`config.mk`:
```
export PLATFORM = sky130hd
export DESIGN_NAME = downcounter_timer_flat
export DESIGN_NICKNAME = d
export VERILOG_FILES = /design/src/rtl/downcounter_pkg.sv /design/src/rtl/downcounter_timer_if.sv /design/src/rtl/downcounter_prescaler.sv /design/src/rtl/downcounter_timer.sv /design/src/flat_wrapper.sv
export SDC_FILE = /design/constraint.sdc
export NUM_CORES = 1
export LEC_CHECK = 0
export ABC_AREA = 0
export CORE_ASPECT_RATIO = 1.75
export CORE_MARGIN = 4
export CORE_UTILIZATION = 40
export DETAILED_ROUTE_END_ITERATION = 10
export GPL_TIMING_DRIVEN = 0
export HOLD_SLACK_MARGIN = 0.15
export PLACE_DENSITY = 0.74
export SYNTH_ARGS = -nofsm -noshare
export SYNTH_HDL_FRONTEND = slang
export SYNTH_SLANG_ARGS = --single-unit
export TNS_END_PERCENT = 20
```
`constraint.sdc`:
```
create_clock -name clock -period 3.5 [get_ports clock]
set_input_delay 1.05 -clock clock [delete_from_list [all_inputs] [get_ports clock]]
set_output_delay 1.05 -clock clock [all_outputs]
set_load 0.05 [all_outputs]
```
`src/rtl/downcounter_pkg.sv`:
```
`default_nettype none
// +----------------------------------------------------------------------------+
// | downcounter_pkg: shared state encoding and default sizing for the timer     |
// | Rev 1.0                                                                    |
// +----------------------------------------------------------------------------+
package downcounter_pkg;

  localparam int c_DEFAULT_WIDTH    = 8;
  localparam int c_DEFAULT_PRESCALE = 4;

  typedef enum logic [1:0] {
    IDLE  = 2'd0,
    RUN   = 2'd1,
    PAUSE = 2'd2
  } state_t;

endpackage : downcounter_pkg
`default_nettype wire

```
`src/rtl/downcounter_timer_if.sv`:
```
`default_nettype none
// +----------------------------------------------------------------------------+
// | downcounter_timer_if: control/status bundle between a controller and timer  |
// | Rev 1.0                                                                    |
// +----------------------------------------------------------------------------+
interface downcounter_timer_if
  import downcounter_pkg::*;
#(
  parameter int WIDTH = c_DEFAULT_WIDTH
);

  logic             load;
  logic [WIDTH-1:0] load_value;
  logic             enable;
  logic             auto_reload;
  logic [WIDTH-1:0] count;
  logic             zero;
  logic             done;
  logic             busy;

  modport master (
    output load, load_value, enable, auto_reload,
    input  count, zero, done, busy
  );

  modport slave (
    input  load, load_value, enable, auto_reload,
    output count, zero, done, busy
  );

endinterface : downcounter_timer_if
`default_nettype wire

```
`src/rtl/downcounter_prescaler.sv`:
```
`default_nettype none
// +----------------------------------------------------------------------------+
// | downcounter_prescaler: emits tick on every PRESCALE-th advanced cycle       |
// | Rev 1.0                                                                    |
// +----------------------------------------------------------------------------+
module downcounter_prescaler
  import downcounter_pkg::*;
#(
  parameter int PRESCALE = c_DEFAULT_PRESCALE
) (
  input  wire logic clock,
  input  wire logic reset,
  input  wire logic clear,
  input  wire logic advance,
  output logic      tick
);

  localparam int c_PW = (PRESCALE > 2) ? $clog2(PRESCALE) : 1;
  localparam logic [c_PW-1:0] c_LAST = c_PW'(PRESCALE - 1);

  logic [c_PW-1:0] r_cnt;
  logic            w_last;

  assign w_last = (r_cnt == c_LAST);
  // Combinational so the decrement lands on the same edge the phase wraps.
  assign tick   = advance && w_last;

  always_ff @(posedge clock) begin
    if (reset || clear) begin
      r_cnt <= '0;
    end else if (advance) begin
      r_cnt <= w_last ? '0 : r_cnt + c_PW'(1);
    end
  end

endmodule : downcounter_prescaler
`default_nettype wire

```
`src/rtl/downcounter_timer.sv`:
```
`default_nettype none
// +----------------------------------------------------------------------------+
// | downcounter_timer: loadable one-shot/periodic down-counting interval timer  |
// | Optional macro DOWNCOUNTER_PRESCALE_EN: decrement every PRESCALE cycles.    |
// | Rev 1.0                                                                    |
// +----------------------------------------------------------------------------+
module downcounter_timer
  import downcounter_pkg::*;
#(
  parameter int WIDTH    = c_DEFAULT_WIDTH,
  parameter int PRESCALE = c_DEFAULT_PRESCALE
) (
  input wire logic            clock,
  input wire logic            reset,
  downcounter_timer_if.slave  bus
);

  state_t           r_state;
  logic [WIDTH-1:0] r_count;
  logic [WIDTH-1:0] r_reload;
  logic             r_zero;
  logic             r_done;
  logic             r_busy;

  logic             w_active;
  logic             w_tick;
  logic             w_terminal;

  if (PRESCALE < 2) begin : g_prescale_check
    $error("downcounter_timer: PRESCALE must be >= 2");
  end

  assign w_active   = (r_state != IDLE);
  assign w_terminal = (r_count == WIDTH'(1));

`ifdef DOWNCOUNTER_PRESCALE_EN
  downcounter_prescaler #(
    .PRESCALE (PRESCALE)
  ) u_prescaler (
    .clock   (clock),
    .reset   (reset),
    .clear   (bus.load),
    .advance (bus.enable && w_active),
    .tick    (w_tick)
  );
`else
  assign w_tick = 1'b1;
`endif

  always_ff @(posedge clock) begin
    if (reset) begin
      r_state  <= IDLE;
      r_count  <= '0;
      r_reload <= '0;
      r_zero   <= 1'b1;
      r_done   <= 1'b0;
      r_busy   <= 1'b0;
    end else if (bus.load) begin
      // A load always wins over a terminal event and suppresses its done pulse.
      r_count  <= bus.load_value;
      r_reload <= bus.load_value;
      r_done   <= 1'b0;
      if (bus.load_value == '0) begin
        r_state <= IDLE;
        r_zero  <= 1'b1;
        r_busy  <= 1'b0;
      end else begin
        r_state <= bus.enable ? RUN : PAUSE;
        r_zero  <= 1'b0;
        r_busy  <= 1'b1;
      end
    end else begin
      r_done <= 1'b0;
      if (w_active) begin
        if (!bus.enable) begin
          r_state <= PAUSE;
        end else begin
          r_state <= RUN;
          if (w_tick) begin
            if (w_terminal) begin
              r_done <= 1'b1;
              // Periodic mode jumps straight back to the period, never showing 0.
              if (bus.auto_reload && (r_reload != '0)) begin
                r_count <= r_reload;
              end else begin
                r_count <= '0;
                r_zero  <= 1'b1;
                r_busy  <= 1'b0;
                r_state <= IDLE;
              end
            end else begin
              r_count <= r_count - WIDTH'(1);
            end
          end
        end
      end
    end
  end

  assign bus.count = r_count;
  assign bus.zero  = r_zero;
  assign bus.done  = r_done;
  assign bus.busy  = r_busy;

endmodule : downcounter_timer
`default_nettype wire

```
`src/flat_wrapper.sv`:
```
// flat-port wrapper written by rule: the top's interface ports become plain ports
module downcounter_timer_flat import downcounter_pkg::*;
#(
  parameter int WIDTH    = c_DEFAULT_WIDTH,
  parameter int PRESCALE = c_DEFAULT_PRESCALE
)
  (clock, reset, bus_load, bus_load_value, bus_enable, bus_auto_reload, bus_count, bus_zero, bus_done, bus_busy);
  downcounter_timer_if #(.WIDTH(WIDTH)) bus_i ();
  input wire logic clock;
  input wire logic reset;
  input wire logic [$bits(bus_i.load)-1:0] bus_load;
  input wire logic [$bits(bus_i.load_value)-1:0] bus_load_value;
  input wire logic [$bits(bus_i.enable)-1:0] bus_enable;
  input wire logic [$bits(bus_i.auto_reload)-1:0] bus_auto_reload;
  output wire logic [$bits(bus_i.count)-1:0] bus_count;
  output wire logic [$bits(bus_i.zero)-1:0] bus_zero;
  output wire logic [$bits(bus_i.done)-1:0] bus_done;
  output wire logic [$bits(bus_i.busy)-1:0] bus_busy;
  assign bus_i.load = bus_load;
  assign bus_i.load_value = bus_load_value;
  assign bus_i.enable = bus_enable;
  assign bus_i.auto_reload = bus_auto_reload;
  assign bus_count = bus_i.count;
  assign bus_zero = bus_i.zero;
  assign bus_done = bus_i.done;
  assign bus_busy = bus_i.busy;
  downcounter_timer #(.WIDTH(WIDTH), .PRESCALE(PRESCALE)) u_core (.clock(clock), .reset(reset), .bus(bus_i));
endmodule
```
==> run summary <==
TNS Setup = 0 ns
commonest cells in the netlist = dfxtp_1, nand2_1, nor2_1
pre-CTS setup slack = 0.753 ns
clk sinks = 21
initial core utilization = 42.3%
Final min period = 2.71 ns
VDD IR max = 0.306 mV
die area = 3830 sq um
GRT Util Overall = 16.2%
DRC violations left = 0
Pwr Total = 653 uW
critical-path maximum fanout = 7
hold crit path type = flip-flop to flip-flop
CTS resizes = 0
Core Region = 2720 sq um
Die X = 48.6 microns
most frequent cell after synthesis = dfxtp_1
area leader, netlist = dfxtp_1
number of global-route vias before repair = 1132
n_diodes = 0
Synth-to-Final Area Change = 26.0%
Final WS setup = 0.793 ns
Worst Path Arrival = 1.66 ns
DRT antenna net count = 0
Slew @ Worst Pin = 0.572 ns
asr flop ratio synth = 0%
Post-synth EDFFs = 0
synthesized area = 1150 sq um
H-tree levels = 1
Worst slew margin = 61.9%
status = complete, no violations
CTS root buf = clkbuf_8
Critical-path top delay cell = clkdlybuf4s50_1
fmax = 369 MHz
initial drt markers = 41
static leakage = 0.519 nW
Tcrit/Tclk final = 77.4%
Syn Area/Cell = 8.85 sq um
top cells by area, synth = dfxtp_1, nand2_1, nor2_1
port bufs = 22
Worst Path Required = 2.45 ns
largest net degree at the start of global routing = 12
Ys Warns = 0
Crit. End Element = output pin
WL final = 3070 microns
Congestion Overflow GR = 0
CTS max path bufs = 2
CP delay by family, top = buffers and inverters
nets = 172
worst setup path class = flip-flop to output pin
Post-DP HPWL = 2360 microns
Synthesized Nets = 145
initial antenna violation count = 0
Largest stage delay, worst path = 0.87 ns
layout cell share with drive strength beyond 1 = 10.9%
PD cells = 450 nW/um^2
io pins = 24
synthesis-stage register bit count = 21
global-route wire length before repair = 5000 microns
TritonRoute pass-1 iters = 4
Routed WL per cell = 16.8 microns
Die Height = 79.0 microns
Clk Latency, worst-skew pair = 0.26 ns
routed via count = 1095
Via density = 5.98
unrepaired setup endpoints after global routing = no
Synth top area share = 36.5%
sequential share of the synthesized area = 36.5%
final slew viol count = 0
Max Cap Violations = 0
critical-path cell list = clkdlybuf4s50_1
cts hold-fix bufs = 0
Num CTS Buffers = 3
Post-CTS Setup Repair Bufs = 0
Worst setup SP type = flip-flop
synthesized instance count = 130
Synth cell types = 36
Worst-path clk slew = 0.07 ns
Clock Skew = 0.00198 ns
Top FF cell, synth = dfxtp_1
CTS tree = done
Hold Violations, Final = 0
Row Count = 25
GPL Wtd Cong = 0.834
Finish-stage setup viols = 0
Worst Path Buf+Inv = 1
[flip-flops by register name (all words and copies together), names as in the netlist]
name,flops
u_core.bus.count,8
u_core.r_reload,8
u_core.r_state,2
u_core.bus.busy,1
u_core.bus.done,1
u_core.bus.zero,1
[per-layer routing]
metal  GRT usage, %  part of all wire, %  up-vias
li1               -                    -      535
met1           16.1                   38      525
met2           31.4                   55       26
met3           2.44                  3.7        9
met4           7.55                  3.2        0
met5              0                    0        -
[final timing paths]
check                                          from                  end  slack, ns  depth (start not counted)
worst max register to register  u_core.bus.count[0]  u_core.bus.count[3]       1.42                          6
worst min-delay path                u_core.bus.busy      u_core.bus.busy       0.50                          2
worst min register to register      u_core.bus.busy      u_core.bus.busy       0.50                          2
worst max-delay path            u_core.bus.count[2]         bus_count[2]       0.79                          1
[cell families after synthesis]
logic type | Yosys count | synth area share, %
buf+inv | 9 | 2.93
compound gates | 33 | 24.6
xor+xnor | 3 | 2.28
simple gates | 58 | 28.0
fa+ha+maj | 2 | 2.17
flops | 21 | 36.5
mux | 4 | 3.48
[final cells by class]
class | instances | area, sq um
fill | 246 | 1270
multi-input combinational | 100 | 697
sequential | 21 | 420
timing repair buffer | 22 | 220
clock buffer | 4 | 45.0
tap | 27 | 33.8
buffer | 6 | 22.5
inverter | 3 | 11.3
[placed cells by master (no fill, tap or decap), types with 2 or more instances in the layout]
cell              n
a21oi_1           9
nand3_1           3
nor4_1            3
dfxtp_1          21
o21ai_1           5
a221oi_2          2
inv_1             3
nor2_1           13
nand2_1          14
nor3_1            6
a311oi_2          3
a311oi_1          3
clkbuf_1          7
o211ai_1          3
mux2i_1           4
nor2b_1           2
or4_1             2
xnor2_1           3
clkbuf_8          3
clkdlybuf4s50_1  22
ha_1              2
nand2b_1          6
nor3b_1           2
[where the power goes]
part           switching, mW  leakage [nW]  internal [mW]  total (mW)
Sequential            0.0252         0.174          0.257       0.282
Combinational          0.121         0.323         0.0876       0.209
Clock                 0.0808        0.0228         0.0813       0.162
Total                  0.227         0.519          0.426       0.653
[metrics by stage]
step	cells	hold WS, ns	util [%]	area, sq um
detailed placement	179	0.475	51.6	1410
finish	183	0.495	53.3	1450
global route	183	0.523	53.3	1450
CTS	183	0.496	53.3	1450
global placement	179	0.464	51.6	1410
floorplan	130	0.457	-	1150
Power figures use the tool's default switching activity.
